**config.mk**
```make
export PLATFORM = sky130hd
export DESIGN_NAME = ins_seq_ctrl
export DESIGN_NICKNAME = d
export VERILOG_FILES = /design/src/rtl/cpu_ctrl_pkg.sv /design/src/rtl/ins_pc_unit.sv /design/src/rtl/ins_seq_ctrl.sv
export SDC_FILE = /design/constraint.sdc
export NUM_CORES = 1
export LEC_CHECK = 0
export BUFFER_PORTS_ARGS = -buffer_cell sky130_fd_sc_hd__buf_2
export CORE_ASPECT_RATIO = 1.4
export CORE_MARGIN = 2
export CORE_UTILIZATION = 40
export DETAILED_ROUTE_END_ITERATION = 12
export PLACE_DENSITY = 0.77
export SLEW_MARGIN = 5
export SYNTH_ARGS = -nofsm -noshare
export SYNTH_HDL_FRONTEND = slang
export SYNTH_SLANG_ARGS = --single-unit
```
**constraint.sdc**
```tcl
create_clock -name clk -period 2.4 [get_ports clk]
set_clock_uncertainty 0.05 [all_clocks]
set_input_delay 0.24 -clock clk [delete_from_list [all_inputs] [get_ports clk]]
set_output_delay 0.24 -clock clk [all_outputs]
set_load 0.005 [all_outputs]
```
**src/rtl/cpu_ctrl_pkg.sv**
```systemverilog
// Shared definitions for the CPU control path.
//   seq_state_e : sequencer state encodings (visible on ins_seq_ctrl.state)
//   ins_byte_e  : decoder extension-word count field (0-2 valid, 3 reserved)
//   WORD_W      : instruction/ROM word width
//   RESET_PC_DEFAULT : default program counter after reset
package cpu_ctrl_pkg;

    localparam int unsigned WORD_W           = 16;
    localparam logic [15:0] RESET_PC_DEFAULT = 16'h0000;

    typedef enum logic [2:0] {
        ST_IDLE   = 3'd0,
        ST_FETCH  = 3'd1,
        ST_LOAD   = 3'd2,
        ST_DECODE = 3'd3,
        ST_EXT    = 3'd4,
        ST_EXEC   = 3'd5,
        ST_ERR    = 3'd6
    } seq_state_e;

    typedef enum logic [1:0] {
        IB_NONE = 2'd0,
        IB_ONE  = 2'd1,
        IB_TWO  = 2'd2,
        IB_RSVD = 2'd3
    } ins_byte_e;

endpackage

```
**src/rtl/ins_pc_unit.sv**
```systemverilog
// Program counter register.
// Priority: reset > branch load > increment; increment wraps modulo 2^ADDR_W.
//   clk, rst_n : clock, asynchronous active-low reset (loads RESET_PC)
//   inc        : advance pc by one
//   load       : load target (taken branch)
//   target     : branch target address
//   pc         : current program counter
module ins_pc_unit #(
    parameter int unsigned        ADDR_W   = 16,
    parameter logic [ADDR_W-1:0]  RESET_PC = '0
) (
    input  logic              clk,
    input  logic              rst_n,
    input  logic              inc,
    input  logic              load,
    input  logic [ADDR_W-1:0] target,
    output logic [ADDR_W-1:0] pc
);

    always_ff @(posedge clk or negedge rst_n) begin
        if (!rst_n) begin
            pc <= RESET_PC;
        end else if (load) begin
            pc <= target;
        end else if (inc) begin
            pc <= pc + ADDR_W'(1);
        end
    end

endmodule

```
**src/rtl/ins_seq_ctrl.sv**
```systemverilog
// Fetch/decode/execute sequencer for the 16-bit CPU.
// Fetches an instruction word over a ROM req/ack handshake, strobes the
// decoder, waits DEC_LAT edges, fetches 0-2 extension words, then hands off
// to the execute stage and applies sequential/branch PC update.
//   run                 : level, allow sequencing (sampled in IDLE / end of EXEC)
//   rom_req/rom_addr    : ROM request, address = pc
//   rom_ack/rom_data    : ROM data valid / data (ack ignored unless requesting)
//   ins_word/ins_load   : latched instruction word / one-cycle decoder strobe
//   ins_byte            : decoded extension-word count
//   ext_word/ext_valid  : latest extension word / one-cycle update pulse
//   exec_start          : one-cycle execute start pulse
//   exec_done, br_taken, br_target : execute completion and branch result
//   pc, state, err      : program counter, FSM state, sticky error flag
// Optional build macro INS_SEQ_WATCHDOG_EN: a wait-cycle watchdog in
// FETCH/EXT/EXEC forces ERR after TIMEOUT cycles without ack/done.
module ins_seq_ctrl
    import cpu_ctrl_pkg::*;
#(
    parameter int unsigned       ADDR_W   = 16,
    parameter logic [ADDR_W-1:0] RESET_PC = ADDR_W'(RESET_PC_DEFAULT),
    parameter int unsigned       DEC_LAT  = 2,
    parameter int unsigned       TIMEOUT  = 255
) (
    input  logic              clk,
    input  logic              rst_n,
    input  logic              run,
    output logic              rom_req,
    output logic [ADDR_W-1:0] rom_addr,
    input  logic              rom_ack,
    input  logic [15:0]       rom_data,
    output logic [15:0]       ins_word,
    output logic              ins_load,
    input  logic [1:0]        ins_byte,
    output logic [15:0]       ext_word,
    output logic              ext_valid,
    output logic              exec_start,
    input  logic              exec_done,
    input  logic              br_taken,
    input  logic [ADDR_W-1:0] br_target,
    output logic [ADDR_W-1:0] pc,
    output logic [2:0]        state,
    output logic              err
);

    localparam int unsigned CNT_W = $clog2(DEC_LAT + 1);

    seq_state_e       cur;
    seq_state_e       nxt;
    logic [CNT_W-1:0] dec_cnt;
    logic [1:0]       ext_cnt;
    logic             exec_seen;
    logic             timeout_hit;
    logic             pc_inc;
    logic             pc_load;

    assign state    = cur;
    assign rom_addr = pc;

    ins_pc_unit #(
        .ADDR_W   (ADDR_W),
        .RESET_PC (RESET_PC)
    ) u_pc (
        .clk    (clk),
        .rst_n  (rst_n),
        .inc    (pc_inc),
        .load   (pc_load),
        .target (br_target),
        .pc     (pc)
    );

    always_comb begin
        nxt        = cur;
        rom_req    = 1'b0;
        ins_load   = 1'b0;
        exec_start = 1'b0;
        err        = 1'b0;
        pc_inc     = 1'b0;
        pc_load    = 1'b0;
        case (cur)
            ST_IDLE: begin
                if (run) nxt = ST_FETCH;
            end
            ST_FETCH: begin
                rom_req = 1'b1;
                if (rom_ack) begin
                    pc_inc = 1'b1;
                    nxt    = ST_LOAD;
                end else if (timeout_hit) begin
                    nxt = ST_ERR;
                end
            end
            ST_LOAD: begin
                ins_load = 1'b1;
                nxt      = ST_DECODE;
            end
            ST_DECODE: begin
                // The counter reaches zero on the same edge that samples
                // ins_byte, so DECODE lasts exactly DEC_LAT cycles.
                if (dec_cnt == CNT_W'(1)) begin
                    if (ins_byte == IB_NONE)      nxt = ST_EXEC;
                    else if (ins_byte == IB_RSVD) nxt = ST_ERR;
                    else                          nxt = ST_EXT;
                end
            end
            ST_EXT: begin
                rom_req = 1'b1;
                if (rom_ack) begin
                    pc_inc = 1'b1;
                    if (ext_cnt == 2'd1) nxt = ST_EXEC;
                end else if (timeout_hit) begin
                    nxt = ST_ERR;
                end
            end
            ST_EXEC: begin
                exec_start = !exec_seen;
                if (exec_done) begin
                    pc_load = br_taken;
                    nxt     = run ? ST_FETCH : ST_IDLE;
                end else if (timeout_hit) begin
                    nxt = ST_ERR;
                end
            end
            ST_ERR: begin
                err = 1'b1;
            end
            default: begin
                nxt = ST_ERR;
            end
        endcase
    end

    always_ff @(posedge clk or negedge rst_n) begin
        if (!rst_n) begin
            cur       <= ST_IDLE;
            ins_word  <= '0;
            ext_word  <= '0;
            ext_valid <= 1'b0;
            dec_cnt   <= '0;
            ext_cnt   <= '0;
            exec_seen <= 1'b0;
        end else begin
            cur       <= nxt;
            ext_valid <= 1'b0;
            exec_seen <= (cur == ST_EXEC) && (nxt == ST_EXEC);
            case (cur)
                ST_FETCH: begin
                    if (rom_ack) ins_word <= rom_data;
                end
                ST_LOAD: begin
                    dec_cnt <= CNT_W'(DEC_LAT);
                end
                ST_DECODE: begin
                    dec_cnt <= dec_cnt - CNT_W'(1);
                    if (dec_cnt == CNT_W'(1)) ext_cnt <= ins_byte;
                end
                ST_EXT: begin
                    if (rom_ack) begin
                        ext_word  <= rom_data;
                        ext_valid <= 1'b1;
                        ext_cnt   <= ext_cnt - 2'd1;
                    end
                end
                default: begin
                end
            endcase
        end
    end

`ifdef INS_SEQ_WATCHDOG_EN
    localparam int unsigned WD_W = $clog2(TIMEOUT + 1);

    logic [WD_W-1:0] wd_cnt;
    logic            waiting;

    always_comb begin
        waiting = 1'b0;
        if ((cur == ST_FETCH || cur == ST_EXT) && !rom_ack) waiting = 1'b1;
        if (cur == ST_EXEC && !exec_done)                    waiting = 1'b1;
    end

    // Counts consecutive unanswered wait cycles; the TIMEOUT-th one trips.
    assign timeout_hit = waiting && (wd_cnt == WD_W'(TIMEOUT - 1));

    always_ff @(posedge clk or negedge rst_n) begin
        if (!rst_n) begin
            wd_cnt <= '0;
        end else if (waiting && !timeout_hit) begin
            wd_cnt <= wd_cnt + WD_W'(1);
        end else begin
            wd_cnt <= '0;
        end
    end
`else
    assign timeout_hit = 1'b0;
`endif

endmodule

```
-- Word-level counts from Yosys, hierarchy flattened
Index checks and enable logic that the tools add are counted.
- flip-flop bits (word level): 57
- bits of input ports: 40
- output and inout port bits: 72
- logic and storage cells: 59
- add/subtract/negate cells: 3
- eq/ne operators: 12
- mux-type cells: 25
- reductions and logical operators: 11
- operators by type and width (cell ; count):
    two-way mux 16 bit ; 2
    case mux 3 bit (7 select lines) ; 1
    two-way mux 3 bit ; 6
    adder 16 x 1 -> 16 bit, second input constant ; 1
    == test 3 bit, second input constant ; 4
    two-way mux 1 bit ; 10
    two-way mux 2 bit ; 4
    case mux 2 bit (2 select lines) ; 2
    == test 3 x 2 -> 1 bit, second input constant ; 2
    nonzero test 2 bit ; 3
    == test 2 x 1 -> 1 bit, second input constant ; 2
    inequality test 2 bit, second input constant ; 2
    AND reduction 2 bit ; 2
    subtractor 2 x 1 -> 2 bit, second input constant ; 2
    == test 3 x 1 -> 1 bit, second input constant ; 1
    logical NOT 3 bit ; 1
    AND reduction 3 bit ; 1
    == test 2 bit, second input constant ; 1
    logical NOT 2 bit ; 1
    OR reduction 2 bit ; 1
    logical AND 1 bit ; 1
    logical NOT 1 bit ; 1

-- Longest topological paths before layout
Gate-level depths: netlist of the first run.
- word-level depth: 7
- mapped depth: 7

-- Hierarchy
From an unflattened synthesis of the first run, not the netlist that was laid out.
- cells, all modules: 245
- area, all modules: 2859.0 um^2
- modules (own cells, without submodules) (module ; times used ; cells an instance ; area an instance (um^2) ; sequential area each (um^2)):
    ins_seq_ctrl ; 1 ; 146 ; 1915.6 ; 1026.0
    ins_pc_unit ; 1 ; 99 ; 943.4 ; 400.4

-- Worst setup path after synthesis of the first run
No wires, ideal clock.
- path type: register -> register
- start: reg cur[0] (netlist: state[0])
- end: reg ext_word[10]
- arrival time: 1653 ps
- slack: 572 ps
- stages on the path, launching flop included: 6
- cells stage by stage: dfrtp_1 or3b_2 buf_4 nor2_8 buf_8 mux2_2
- cells in the longest elaborated chain, start to end: 2
- ends and longest elaborated chain (what ; line ; source):
    from (decl) ; ins_seq_ctrl.sv:47 ; seq_state_e cur;
    from (signal assigned) ; ins_seq_ctrl.sv:142 ; cur <= nxt;
    == test 3 bit ; ins_seq_ctrl.sv:145 ; case (cur)
    AND reduction 2 bit (no source line) ; - ;
    to (signal assigned) ; ins_seq_ctrl.sv:158 ; ext_word <= rom_data;
    to (decl) ; ins_seq_ctrl.sv:34 ; output logic [15:0] ext_word,
Every way passes these cells.
A chain may end at the register's enable or synchronous reset.

-- Final worst setup path of the first run
- start: reg cur[0] (netlist: state[0])
- end: reg u_pc.pc[1]
- cells in the longest elaborated chain, start to end: 4
- ends and longest elaborated chain (what ; line ; source):
    == test 3 bit or == test 3 x 1 -> 1 bit (tied branches) ; ins_seq_ctrl.sv:79 ; case (cur)
    OR reduction 2 bit (no source line) ; - ;
    two-way mux 1 bit ; - ;
    nonzero test 2 bit (no source line) ; - ;
    to (signal assigned) ; ins_pc_unit.sv:24 ; pc <= target;
    to (signal assigned) ; ins_pc_unit.sv:26 ; pc <= pc + ADDR_W'(1);
    to (decl) ; ins_pc_unit.sv:17 ; output logic [ADDR_W-1:0] pc
Parallel ways exist; a longest one is shown, timed or not.

==> flow_metrics.tcl, run 1 <==
set metrics [dict create \
    die_x_um 76.26 \
    yosysWarnings 0 \
    timing.slew.headroom 0.4587 \
    synth.largest_area_cell "dfrtp_1" \
    post_cts_resized 0 \
    synthTopCellsByArea "dfrtp_1, mux2_2, buf_4, a2bb2oi_1, a211oi_1" \
    end_kind "register" \
    worstMarginPinSlew_ns 0.8120 \
    firstDrtPassIters 5 \
    setup_viol 0 \
    fin_crit_sh 0.8481 \
    cts.sinks 57 \
    yosys.area_share.simple 0.1425 \
    num_antenna_cells 0 \
    syn_area_mm2 0.002924 \
    ys_seq_elements 57 \
    synth_area_per_cell_um2 11.42 \
    std_cell_rows 36 \
    synth-main-ff-cell "dfrtp_1" \
    grt_pass1_vias 2386 \
    viasPerCell 5.236 \
    cp.required_ns 2.56 \
    ys_seq_area_frac 0.4878 \
    synth_top_family_by_area "simple AND/OR/NAND/NOR gates" \
    p_total_uw 4514 \
    crit_type "reg2reg" \
    slew_viol_final 0 \
    vdd_drop_max_mv 0.6357 \
    clk_latency_ns 0.33 \
    async_reset_ff_frac 1.000 \
    synth.area.mux_share 0.1412 \
    place.gp.congestion 0.9045 \
    synth_common_cells "dfrtp_1, mux2_2, buf_4, nand2_1, nor2_1" \
    fmax_ghz 0.4913 \
    io_pins 112 \
    synth_compound_area_frac 0.1202 \
    drc 0 \
    antenna_found_initial 0 \
    max_cap_viol_count 0 \
    cts_made_buffers 9 \
    hp-start "br_target[15]" \
    fin_nets 400 \
    ys_types 49 \
    initial_utilization 0.4161 \
    grt_pass1_wl_um 11220 \
    cp-start-kind "register" \
    synth_xor_area_frac 0.01754 \
    drt_wl_total_um 6705 \
    syn_inst 256 \
    core_area_mm2 0.007027 \
    synthToLayoutAreaGrowth_pct 24.90 \
    reg2reg_slack_ns 0.36 \
    status "completed" \
    die_h_um 105.2 \
    regToRegStartpoint "state[0]" \
    clockRootBuffer "clkbuf_8" \
    cp_max_fo 15 \
    synth_edf_count 0 \
    grt_max_degree 38 \
    numPortBuffers 111 \
    p_leak_uw 0.001751 \
    drtIter0Drc 106 \
    overflow 0 \
    syn-num-nets 299 \
    timing.setup.tns_ns 0 \
    htree_num_levels 3 \
    hold_viol 0 \
    synthDominantCellAreaShare 0.4878 \
    fin_crit_ns 2.035 \
    drt-wirelength-per-cell_um 14.67 \
    hp-class "in2reg" \
    synthAdderAreaFrac 0.01284 \
    grt_usage 0.1737 \
    post-cts-setup-buffers 0 \
    drive_gt1_frac 0.4807 \
    ant_nets 0 \
    clk_path_buf_depth 2 \
    hpwlAfterDp_um 5003 \
    yosysMostFrequentCell "dfrtp_1" \
    cp-startpoint "state[0]" \
    die-area_mm2 0.008020 \
    rsz0062_at_grt "false" \
    via_count 2393 \
    power.density_mw_per_mm2 1236 \
    path_clk_slew_ns 0.07 \
    n_fill_cell 652 \
    cts_tree "yes" \
    arrival_ns 2.20 \
]
worst paths after layout:
path	endpoint	depth (start not counted)
worst max-delay path	u_pc.pc[1]	4
worst min-delay path	u_pc.pc[15]	3
worst max register to register	u_pc.pc[1]	4
worst min register to register	ins_word[4]	1
max in group asynchronous	u_pc.pc[12]	3
min in group asynchronous	u_pc.pc[8]	2
cells in the final DEF (no fill, tap or decap), types with 4 or more instances in the layout:
| cell | instances |
|---|---|
| nand3_1 | 10 |
| o22ai_1 | 5 |
| nor2_1 | 11 |
| nand4_1 | 6 |
| buf_4 | 7 |
| xnor2_1 | 4 |
| a2bb2oi_1 | 8 |
| o21ai_0 | 10 |
| a211oi_1 | 8 |
| nand2b_1 | 4 |
| a21oi_1 | 6 |
| nand2_1 | 15 |
| dfrtp_1 | 57 |
| buf_2 | 111 |
| inv_1 | 6 |
| clkbuf_8 | 10 |
| mux2_2 | 34 |
sequential cells by signal, indices dropped and copies added (netlist names):
name / count
u_pc.pc: 16
ext_word: 16
exec_seen: 1
ext_cnt: 2
ext_valid: 1
dec_cnt: 2
ins_word: 16
state: 3
critical path, stage by stage (launching register included):
cell     delay [ns]
dfrtp_1        0.63
xnor2_2        0.24
o22a_1         0.38
nor2_4         0.26
mux2_2         0.36
per-stage QoR:
stage               worst slack [ns]    util  std cells  hold slack [ns]  instance area [um2]
finish                        0.3646  0.5198        457          0.05873                 3652
global route                  0.2185  0.5198        457          0.05877                 3652
CTS                           0.3672  0.5198        457          0.04176                 3652
detailed placement            0.3727  0.4904        440           0.3260                 3446
global placement              0.4442  0.4904        440           0.3218                 3446
floorplan                     0.5717       -        256          -0.1056                 2924
cell type report:
class / count / area (um2) / share of cell area
clock buffer: 11 / 141.4 / 0.03871
clock inverter: 5 / 55.05 / 0.01507
inverter: 6 / 22.52 / 0.006167
multi-input combinational: 164 / 1270 / 0.3477
sequential: 57 / 1426 / 0.3905
tap: 95 / 118.9 / 0.03255
timing repair buffer: 119 / 618.1 / 0.1692
cells by family (layout without fill, tap and decap cells):
kind of cell	after synthesis	count (layout)
buf+inv	35	141
simple gates	69	69
compound gates	50	50
fa+ha+maj	3	3
xor+xnor	5	5
mux	37	37
flops	57	57
power breakdown:
group          internal, uW  leakage (uW)  switching (uW)
clock                   504     0.0000953             378
combinational           971      0.000968             827
sequential             1410      0.000688             424
routing by layer:
| metal | vias to the layer above | GRT usage | share of wire |
|---|---|---|---|
| met5 | - | 0 | 0 |
| met4 | 0 | 0.09610 | 0.024 |
| met3 | 14 | 0.04231 | 0.094 |
| met2 | 135 | 0.2775 | 0.48 |
| met1 | 1114 | 0.2147 | 0.40 |
| li1 | 1130 | - | - |
what timing repair did:
| action | CTS | global route |
|---|---|---|
| hold buffers | 1 | 0 |
| endpoints found under the hold margin | 35 | 0 |
| endpoints found under the setup margin | 0 | 0 |
Power figures use the tool's default switching activity.
==> inputs of run 2 (changes only) <==
==> constraint.sdc (replaced) <==
create_clock -name clk -period 2 [get_ports clk]
set_clock_uncertainty 0.05 [all_clocks]
set_input_delay 0.2 -clock clk [delete_from_list [all_inputs] [get_ports clk]]
set_output_delay 0.2 -clock clk [all_outputs]
set_load 0.005 [all_outputs]
==> flow_metrics.tcl, run 2 (same netlist as run 1, synthesis figures left out) <==
set metrics [dict create \
    status "completed" \
    hp-class "in2reg" \
    htree_num_levels 3 \
    layout_common_cells "buf_2, dfrtp_1, mux2_2, nand2_1, buf_4" \
    cp_max_fo 18 \
    rsz0062_at_grt "false" \
    regToRegStartpoint "state[1]" \
    timing.rr.end "ext_word[6]" \
    initial_utilization 0.4161 \
    setup_viol 0 \
    fin_crit_ns 1.876 \
    power.density_mw_per_mm2 1548 \
    die_x_um 76.26 \
    cpPeakStageDelay_ns 0.59 \
    arrival_ns 2.04 \
    vdd_drop_max_mv 0.8981 \
    fin_crit_sh 0.9382 \
    sequentialPowerShare 0.361 \
    fmax_ghz 0.5329 \
    clockRootBuffer "clkbuf_8" \
    clkPwrFrac 0.227 \
    drive_gt1_frac 0.4946 \
    fin_hold_ws_ns 0.01704 \
    timing.setup.tns_ns 0 \
    antenna_found_initial 0 \
    num_antenna_cells 0 \
    fin_util 0.5411 \
    swShare 0.3472 \
    final-instance-count-excl-fill 467 \
    cp-start-kind "register" \
    reg2reg_slack_ns 0.12 \
    ant_nets 0 \
    p_int_uw 3841 \
    drc 0 \
    worstPathCellList "or3b_2 -> nor2_8 -> mux2_2" \
    clk_path_buf_depth 2 \
    via_count 2424 \
    final_common_cell "buf_2" \
    die-area_mm2 0.008020 \
    worst-r2r-cell-count 3 \
    numPortBuffers 111 \
    die_h_um 105.2 \
    hpwlAfterDp_um 5315 \
    cp.required_ns 2.17 \
    hold_viol 0 \
    worstHoldEndpoint "u_pc.pc[7]" \
    cts.sinks 57 \
    end_kind "register" \
    io_pins 112 \
    p_leak_uw 0.001831 \
    place.gp.congestion 0.9872 \
    grt_pass1_wl_um 12190 \
    grt_usage 0.1905 \
    core_area_mm2 0.007027 \
    top_regs "ext_word: 16 flops, ins_word: 16 flops, u_pc.pc: 16 flops" \
    drt_wl_total_um 7267 \
    viasPerCell 5.191 \
    pwr-share-comb 0.412 \
    grt_pass1_vias 2474 \
    synthToLayoutAreaGrowth_pct 30.04 \
    worstMarginPinSlew_ns 0.5816 \
    cts_tree "yes" \
    pre_cts_ws_ns 0.1130 \
    firstDrtPassIters 4 \
    timing.slew.headroom 0.6123 \
    drt-wirelength-per-cell_um 15.56 \
    dp_cells 449 \
    crit_type "reg2reg" \
    crit_path_top_delay_cell "or3b_2" \
    power_switching_uw 2043 \
    fin_ws_ns 0.1236 \
    min_path_cells 3 \
    max_cap_viol_count 0 \
    fin_nets 410 \
    grt_max_degree 36 \
    clk_latency_ns 0.33 \
    hp-start "br_target[7]" \
    slew_viol_final 0 \
    drtIter0Drc 116 \
    overflow 0 \
    cts_made_buffers 9 \
    path_clk_slew_ns 0.07 \
    std_cell_rows 36 \
]
-- run 2: cell count changes in the layout (fill, tap and decap cells not counted), sizes merged --
cell         change
bufinv           +2
buf              +9
clkinv           -1
clkinvlp         -1
dlygate4sd3      +1
-- run 2: per-stage QoR --
step           total power [uW]  cell area, um2
2_1_floorplan              3583            2924
3_5_place_dp               4566            3538
5_1_grt                    6278            3802
4_1_cts                    5935            3802
3_3_place_gp               4471            3538
6_report                   5884            3802
-- run 2: power by group through the flow --
stage	Sequential, uW	Combinational, uW	Clock (uW)
4_1_cts	2130	2450	1360
2_1_floorplan	2150	1440	0
3_5_place_dp	2140	2430	0
5_1_grt	2210	2640	1430
6_report	2130	2420	1340
3_3_place_gp	2110	2360	0
-- run 2: worst max-delay path by stage --
stage / cells past startpoint / end / start
3_5_place_dp: 3 / ext_word[10] / state[1]
3_3_place_gp: 5 / u_pc.pc[14] / u_pc.pc[1]
2_1_floorplan: 5 / ext_word[10] / state[0]
4_1_cts: 3 / ext_word[10] / state[1]
5_1_grt: 5 / u_pc.pc[14] / u_pc.pc[1]
6_report: 3 / ext_word[6] / state[1]
-- run 2: area by class of cell --
cell class | count | area, um2
Clock inverter | 5 | 102.6
Inverter | 6 | 22.52
Fill cell | 631 | 3224
Tap cell | 95 | 118.9
Multi-Input combinational cell | 164 | 1270
Timing Repair Buffer | 129 | 720.7
Clock buffer | 11 | 141.4
Sequential cell | 57 | 1426
-- run 2: repair_timing --
item / 4_1_cts / 5_1_grt
hold endpoints to repair: 23 / 0
setup endpoints to repair: 0 / 7
hold buffers: 2 / 0
gates resized for setup: 0 / 1
setup buffers: 0 / 0
-- run 2: worst max-delay path, delay by kind of cell, from the launching register on --
family	cells	cell delay, ns
simple gates	2	0.90
flops	1	0.42
mux	1	0.38
-- run 2: per-layer routing --
| layer | part of all wire | wire [um] | global-route usage |
|---|---|---|---|
| met5 | 0 | 0 | 0 |
| met1 | 0.41 | 2993 | 0.2381 |
| met2 | 0.49 | 3585 | 0.3072 |
| met4 | 0.015 | 107 | 0.06883 |
| met3 | 0.080 | 581 | 0.06304 |
